File: src/rtl/apb4_slave_mem.sv
`default_nettype none
// ============================================================================
//  Module      : apb4_slave_mem
//  Description : APB4 slave exposing a DEPTH x DATA_WIDTH word memory with
//                byte-lane writes, programmable wait states, transfer error
//                detection (misaligned / out-of-range / read with strobes)
//                and a saturating error counter.
//  Ports       : PCLK, PRESET          - clock, synchronous active-high reset
//                PSEL, PENABLE, PWRITE - APB control
//                PADDR, PWDATA, PSTRB  - APB address, write data, byte lanes
//                PRDATA, PREADY        - read data, transfer complete
//                PSLVERR               - transfer error
//                ps                    - FSM state (IDLE=0, SETUP=1, ACCESS=2)
//                err_cnt               - saturating count of error transfers
//  Revision    : 1.0 - initial release
// ============================================================================
module apb4_slave_mem #(
    parameter int ADDR_WIDTH  = 32,
    parameter int DATA_WIDTH  = 32,   // 8, 16, 32 or 64
    parameter int DEPTH       = 64,   // >= 2
    parameter int WAIT_STATES = 0     // 0..15
) (
    input  logic                    PCLK,
    input  logic                    PRESET,
    input  logic                    PSEL,
    input  logic                    PENABLE,
    input  logic                    PWRITE,
    input  logic [ADDR_WIDTH-1:0]   PADDR,
    input  logic [DATA_WIDTH-1:0]   PWDATA,
    input  logic [DATA_WIDTH/8-1:0] PSTRB,
    output logic [DATA_WIDTH-1:0]   PRDATA,
    output logic                    PREADY,
    output logic                    PSLVERR,
    output logic [1:0]              ps,
    output logic [7:0]              err_cnt
);

    localparam int c_NB  = DATA_WIDTH / 8;
    localparam int c_OFF = $clog2(c_NB);
    localparam int c_IW  = ADDR_WIDTH - c_OFF;
    localparam int c_MW  = $clog2(DEPTH);

    localparam logic [1:0] c_IDLE   = 2'd0;
    localparam logic [1:0] c_SETUP  = 2'd1;
    localparam logic [1:0] c_ACCESS = 2'd2;

    localparam logic [c_IW-1:0] c_DEPTH_IDX = c_IW'(DEPTH);

    logic [1:0]            r_ps;
    logic [1:0]            w_ns;
    logic [3:0]            r_wait_cnt;
    logic [ADDR_WIDTH-1:0] r_addr;
    logic [7:0]            r_err_cnt;
    logic [DATA_WIDTH-1:0] r_mem [DEPTH];

    logic [c_IW-1:0]       w_index;
    logic [c_MW-1:0]       w_mem_idx;
    logic                  w_misaligned;
    logic                  w_oob;
    logic                  w_err;
    logic                  w_complete;
    logic                  w_commit_wr;

    // ------------------------------------------------------------------
    // Address decode, always from the copy of PADDR captured in SETUP
    // ------------------------------------------------------------------
    assign w_index   = r_addr[ADDR_WIDTH-1:c_OFF];
    assign w_mem_idx = w_index[c_MW-1:0];

    generate
        if (c_OFF == 0) begin : g_no_offset
            assign w_misaligned = 1'b0;
        end else begin : g_offset
            assign w_misaligned = |r_addr[c_OFF-1:0];
        end
    endgenerate

    assign w_oob = (w_index >= c_DEPTH_IDX);

    // A read carrying byte strobes is treated as a malformed transfer.
    assign w_err = w_misaligned | w_oob | (~PWRITE & (|PSTRB));

    // Completion is suppressed while reset is held so that a transfer
    // caught by reset neither commits nor counts as an error.
    assign w_complete  = (r_ps == c_ACCESS) && (r_wait_cnt == 4'd0) &&
                         PSEL && PENABLE && !PRESET;
    assign w_commit_wr = w_complete && PWRITE && !w_err;

    // ------------------------------------------------------------------
    // FSM: state register (also owns the wait counter)
    // ------------------------------------------------------------------
    always_ff @(posedge PCLK) begin
        if (PRESET) begin
            r_ps       <= c_IDLE;
            r_wait_cnt <= 4'd0;
        end else begin
            r_ps <= w_ns;
            if (r_ps == c_SETUP) begin
                r_wait_cnt <= 4'(WAIT_STATES);
            end else if ((r_ps == c_ACCESS) && (r_wait_cnt != 4'd0)) begin
                r_wait_cnt <= r_wait_cnt - 4'd1;
            end
        end
    end

    // ------------------------------------------------------------------
    // FSM: next-state logic
    // ------------------------------------------------------------------
    always_comb begin
        w_ns = r_ps;
        case (r_ps)
            c_IDLE: begin
                // PENABLE without a fresh setup phase is ignored here.
                if (PSEL && !PENABLE) begin
                    w_ns = c_SETUP;
                end
            end
            c_SETUP: begin
                w_ns = c_ACCESS;
            end
            c_ACCESS: begin
                if (!PSEL) begin
                    // Master abandoned the transfer.
                    w_ns = c_IDLE;
                end else if ((r_wait_cnt == 4'd0) && PENABLE) begin
                    // Completion cycle; PENABLE is high here, so a
                    // following setup phase is picked up from IDLE.
                    w_ns = c_IDLE;
                end else begin
                    w_ns = c_ACCESS;
                end
            end
            default: begin
                w_ns = c_IDLE;
            end
        endcase
    end

    // ------------------------------------------------------------------
    // FSM: outputs
    // ------------------------------------------------------------------
    always_comb begin
        PREADY  = w_complete;
        PSLVERR = w_complete && w_err;
        PRDATA  = '0;
        if (w_complete && !PWRITE && !w_err) begin
            PRDATA = r_mem[w_mem_idx];
        end
    end

    assign ps      = r_ps;
    assign err_cnt = r_err_cnt;

    // ------------------------------------------------------------------
    // Address capture
    // ------------------------------------------------------------------
    always_ff @(posedge PCLK) begin
        if (PRESET) begin
            r_addr <= '0;
        end else if (r_ps == c_SETUP) begin
            r_addr <= PADDR;
        end
    end

    // ------------------------------------------------------------------
    // Saturating error counter
    // ------------------------------------------------------------------
    always_ff @(posedge PCLK) begin
        if (PRESET) begin
            r_err_cnt <= 8'd0;
        end else if (w_complete && w_err && (r_err_cnt != 8'hFF)) begin
            r_err_cnt <= r_err_cnt + 8'd1;
        end
    end

    // ------------------------------------------------------------------
    // Memory array; writes land only on the completion edge
    // ------------------------------------------------------------------
    always_ff @(posedge PCLK) begin
        if (PRESET) begin
            for (int i = 0; i < DEPTH; i++) begin
                r_mem[i] <= '0;
            end
        end else if (w_commit_wr) begin
            for (int b = 0; b < c_NB; b++) begin
                if (PSTRB[b]) begin
                    r_mem[w_mem_idx][8*b +: 8] <= PWDATA[8*b +: 8];
                end
            end
        end
    end

endmodule
`default_nettype wire
File: config.mk
export PLATFORM = sky130hd
export DESIGN_NAME = apb4_slave_mem
export DESIGN_NICKNAME = d
export VERILOG_FILES = /design/src/rtl/apb4_slave_mem.sv
export SDC_FILE = /design/constraint.sdc
export NUM_CORES = 2
export LEC_CHECK = 0
export BUFFER_PORTS_ARGS = -buffer_cell sky130_fd_sc_hd__buf_4
export CAP_MARGIN = 20
export CELL_PAD_IN_SITES_DETAIL_PLACEMENT = 0
export CELL_PAD_IN_SITES_GLOBAL_PLACEMENT = 1
export CORE_MARGIN = 4
export CORE_UTILIZATION = 30
export CTS_CLUSTER_DIAMETER = 120
export DETAILED_ROUTE_END_ITERATION = 7
export PLACE_DENSITY_LB_ADDON = 0.1
export SLEW_MARGIN = 10
export SYNTH_ARGS = -nofsm -noshare
export SYNTH_HDL_FRONTEND = slang
export SYNTH_SLANG_ARGS = --single-unit
File: constraint.sdc
create_clock -name PCLK -period 3.7 [get_ports PCLK]
set_clock_uncertainty 0.2 [all_clocks]
set_input_delay 0.37 -clock PCLK [delete_from_list [all_inputs] [get_ports PCLK]]
set_output_delay 0.37 -clock PCLK [all_outputs]
set_load 0.03 [all_outputs]
* Word level (Yosys, flattened, before mapping)
Memory sizes are Yosys's and may differ from the RTL's. A register that Yosys moved wholly into a read port is not among the register bits.
Index checks and enable logic that the tools add are counted.
** Operators by class
- Bitwise operators :: 4
- Muxes and demuxes :: 28
- Magnitude comparators :: 1
- Reductions and logical operators :: 24
- Add/sub/neg operators :: 2
- Eq/ne operators :: 4
** Operators by type and width (count)
- $mux W32 :: 2
- $reduce_or A32 Y1 :: 1
- $ge A30 B7 Y1 const B :: 1
- $mux W1 :: 18
- $mux W6 :: 3
- $logic_and A1 B1 Y1 :: 13
- $add A8 B1 Y8 const B :: 1
- $ne A8 B8 Y1 const B :: 1
- $mux W2 :: 3
- $pmux W2 S3 :: 1
- $logic_not A1 Y1 :: 4
- $logic_not A4 Y1 :: 1
- $mux W4 :: 1
- $reduce_bool A4 Y1 :: 1
- $reduce_or A2 Y1 :: 2
- $reduce_or A4 Y1 :: 1
- $sub A4 B1 Y4 const B :: 1
- $eq A2 B1 Y1 const B :: 1
- $eq A2 B2 Y1 const B :: 1
- $logic_not A2 Y1 :: 1
- $ne A2 B2 Y1 const B :: 1
- $or A1 B1 Y1 :: 2
- $and A1 B1 Y1 :: 1
- $not A1 Y1 :: 1
** Word-level totals
- Memories :: 1
- Bits in registers :: 46
- Bits in writable memories :: 2048
- Output and inout port bits :: 44
- Word-level logic and storage cells :: 68
- Input port bits :: 73
** Memories
- r_mem :: depth 64, width 32, read ports 1, clocked after memory_dff 1, write ports 64, RTL line 54 : logic [DATA_WIDTH-1:0] r_mem [DEPTH];

* Longest topological paths before layout
- Word-level depth :: 12
- Gate-level depth with buffers :: 12
- Depth with buffers taken out :: 7

* Worst setup path before layout
Ideal clock, no wire load.
- Kind :: register to output
- Start :: reg r_addr[6]
- End :: out PRDATA[6]
- Required time :: 3130 ps
- Slack :: 373 ps
- Data arrival time :: 2757 ps
- Stages on the path, launching flop included :: 10
- Cell sequence :: dfxtp_1 buf_2 nor3_2 and2_1 buf_2 a2111o_4 or3_1 clkbuf_1 buf_2 a311oi_1
** Between the ends
- Word-level cells in the longest chain between the ends :: 6
** RTL lines
- from (decl) :: RTL line 52 : logic [ADDR_WIDTH-1:0] r_addr;
- from (signal assigned) :: RTL line 159 : r_addr <= '0;
- from (signal assigned) :: RTL line 161 : r_addr <= PADDR;
- $ge A30 B7 Y1 :: RTL line 78 : assign w_oob = (w_index >= c_DEPTH_IDX);
- $or A1 B1 Y1 (2 in series) :: RTL line 81 : assign w_err = w_misaligned | w_oob | (~PWRITE & (|PSTRB));
- $logic_not A1 Y1 :: RTL line 146 : if (w_complete && !PWRITE && !w_err) begin
- $logic_and A1 B1 Y1 :: RTL line 146
- $mux W32 :: RTL line 146
- to (decl) :: RTL line 31 : output logic [DATA_WIDTH-1:0] PRDATA,
No other way between the ends.

==> summary.txt <==
status - complete, but fails checks
failing checks - negative setup slack
Yosys reg bits - 2100
Hold Path Class - primary input to flop
I/O pins - 117
GPL Wtd Cong - 0.809
Vias/cell - 5.12
PwrDens - 469 nW/um^2
DIE AREA - 317000 sq um
layout cells sized above 1 - 30.4%
syn_nets - 6560
yosys warns - 0
worst-path fanout max - 8
TritonCTS Buffers - 243
max_slew headroom - 33.0%
die width - 563 microns
FILL cells - 28900
Final Max Slew Viols - 0
slowest CP cell - mux4_2
count of input and output buffers - 116
Final ANT Viol Nets - 0
initial antenna violation count - 6
Post-layout nets - 7304
CP Launch Type - flop
CP peak stage delay - 510 ps
ys flop type - edfxtp_1
Clock Tree Buf Depth - 4
Clock Root Buffer - clkbuf_16
crit-path cells - buf_6 > buf_12 > buf_16 > buf_16 > buf_12 > mux4_2 > mux4_2 > o22ai_2 > buf_6 > a2111oi_4 > buf_4
Final min period - 4260 ps
first-pass GRT wire length - 491 mm
max cap viols - 0
CTS tree - built
Synth area leader - edfxtp_1
Avg WL per Cell - 30.5 microns
Multi-input gate area - 28700 sq um
Worst R2R Setup Slack - 120 ps
Netlist cell types - 69
vias in the first global route - 60100
Critical Path Sink Type - output pin
Cells after Synth - 6484
Site Rows - 203
fin area - 116000 sq um
Worst-Skew Late Latency - 890 ps
Mapped Area - 92500 sq um
setup ws final - -563 ps
Max Clock Freq - 235 MHz
number of synthesized flops with an enable pin - 2048
sequential-to-total area share from yosys stat - 67.6%
Setup Viol. Count Final - 32
syn_area_per_cell - 14.3 sq um
top cell type's share of synthesized area - 66.5%
RSZ-0062 raised after global routing - yes
total track usage - 21.8%
largest net degree at the start of global routing - 122
H-tree levels - 4
Lkg Pwr - 38.0 nW
Die Ht - 563 microns
TritonRoute pass-1 iters - 5
placed cell area - 103000 sq um
CORE AREA - 307000 sq um
hpwl dp - 236 mm
Initial Util - 30.2%
Period Utilization, post-route - 115%
Post-synth ARST share - 0%
area occupied by registers - 62600 sq um
clk sinks - 2100
CP Data Arrival Time - 3690 ps
gr ovfl total - 0
WP data required - 3130 ps
critical path type - flop to output pin
dpl ws - -552 ps
Slew @ Worst Pin - 1000 ps
Fin. Hold Viols - 0
DRT Wirelength - 352 mm
Synth area leaders - edfxtp_1 66%, mux4_2 12%, nor2_1 8.5%, o21bai_1 2.0%, mux2i_1 1.4%
initial DRC count - 5891
clock slew at reported path FFs - 70 ps
routed vias - 58900
commonest cells in the netlist - 2089 x nor2_1, 2048 x edfxtp_1, 498 x mux4_2
VDD IR max - 0.422 mV
area delta synth->final - 25.1%
DRC Markers - 0
top-count cell post-synth - nor2_1
[repair_timing]
action | in CTS | in global routing
gates cloned | 24 | 4
gates resized for setup | 348 | 143
pin swaps | 87 | 81
setup buffers | 108 | 44
endpoints found under the setup margin | 38 | 108
hold buffers | 88 | 0
endpoints found under the hold margin | 1543 | 0
[state kept, by name, summed over array words and instances (netlist names), named ones only]
name        cells
r_addr         32
err_cnt         8
r_mem        2048
r_wait_cnt      4
ps              2
[path summary, 6_finish.rpt]
| check | endpoint | startpoint | cells past startpoint |
|---|---|---|---|
| worst max-delay path | PRDATA[2] | flop | 11 |
| worst min-delay path | r_mem[10][3] | PWDATA[3] | 4 |
| worst max register to register | r_mem[58][24] | r_addr[20] | 9 |
| worst min register to register | r_addr[1] | r_addr[1] | 2 |
[metrics by stage]
| stage | TNS (ps) | util, % | cells | power [mW] | hold slack (ps) |
|---|---|---|---|---|---|
| floorplan | 0 | - | 6484 | 29.0 | 236 |
| detailed placement | -1950 | 33.7 | 10800 | 30.7 | 251 |
| global route | -16680 | 37.8 | 11500 | 56.0 | 77.8 |
| finish | -14410 | 37.8 | 11500 | 54.3 | 55.5 |
| global placement | -2040 | 33.7 | 10800 | 30.7 | 251 |
| CTS | -17720 | 37.5 | 11500 | 54.8 | 27.8 |
[layout by cell type, fill, tap and decap left out, types with 13 or more instances in the layout]
| master | netlist | final |
|---|---|---|
| o21bai_1 | 252 | 235 |
| nor2_4 | 0 | 13 |
| nor2_1 | 2089 | 2073 |
| nor2_2 | 10 | 13 |
| mux4_2 | 498 | 498 |
| buf_16 | 0 | 28 |
| nor3_4 | 0 | 13 |
| o21bai_2 | 0 | 17 |
| a221oi_2 | 0 | 21 |
| mux2i_1 | 128 | 119 |
| o22ai_4 | 0 | 13 |
| buf_8 | 3 | 15 |
| nand2_4 | 32 | 36 |
| buf_4 | 29 | 813 |
| bufinv_16 | 0 | 21 |
| a22oi_1 | 34 | 21 |
| edfxtp_1 | 2048 | 2048 |
| o22ai_1 | 38 | 16 |
| buf_12 | 0 | 132 |
| a21oi_4 | 0 | 14 |
| nand2_2 | 0 | 65 |
| clkinv_2 | 0 | 35 |
| a21oi_1 | 78 | 51 |
| dlygate4sd3_1 | 0 | 88 |
| buf_6 | 22 | 73 |
| clkbuf_1 | 339 | 54 |
| dfxtp_1 | 52 | 43 |
| nor3_1 | 34 | 18 |
| nand2_1 | 205 | 136 |
| clkinv_1 | 3 | 60 |
| a21oi_2 | 0 | 13 |
| a22oi_2 | 0 | 13 |
| clkbuf_16 | 0 | 252 |
| nand2b_1 | 13 | 13 |
| a221oi_1 | 40 | 16 |
[power by group]
part | internal (mW) | total, mW | switching, mW
Clock | 13.6 | 23.6 | 9.95
Combinational | 1.55 | 3.65 | 2.10
Sequential | 26.8 | 27.0 | 0.252
[logic make-up (layout without fill, tap and decap cells)]
logic type | count (synthesis) | in the layout | synth area share, %
flops | 2100 | 2100 | 67.6
simple gates | 2474 | 2474 | 10.7
xor+xnor | 6 | 6 | 0.0568
fa+ha+maj | 3 | 3 | 0.0406
other cells | 0 | 2 | 0
compound gates | 586 | 586 | 4.53
mux | 638 | 638 | 13.6
buf+inv | 677 | 1606 | 3.41
[cell type report]
class / count / area share (%)
flip-flops and latches: 2100 / 54.0
well taps: 4100 / 4.43
repair buffers: 1160 / 10.2
clock inverters: 127 / 0.972
diodes: 2 / 0.00432
clock buffers: 303 / 5.55
inverters: 16 / 0.0638
multi-input cells: 3707 / 24.8
[worst max-delay path: cells and delay by family, from the launching register on]
| family | cells | cell delay, ps |
|---|---|---|
| AO/OA/AOI/OAI | 2 | 220 |
| buffers and inverters | 7 | 1110 |
| flip-flops | 1 | 390 |
| multiplexers | 2 | 1020 |
[routing by layer]
metal / track usage, % / wire length, microns
met5: 0 / 0
met1: 30.1 / 155000
met4: 4.54 / 7240
met3: 2.12 / 14700
met2: 37.2 / 175000
Power figures use the tool's default switching activity.
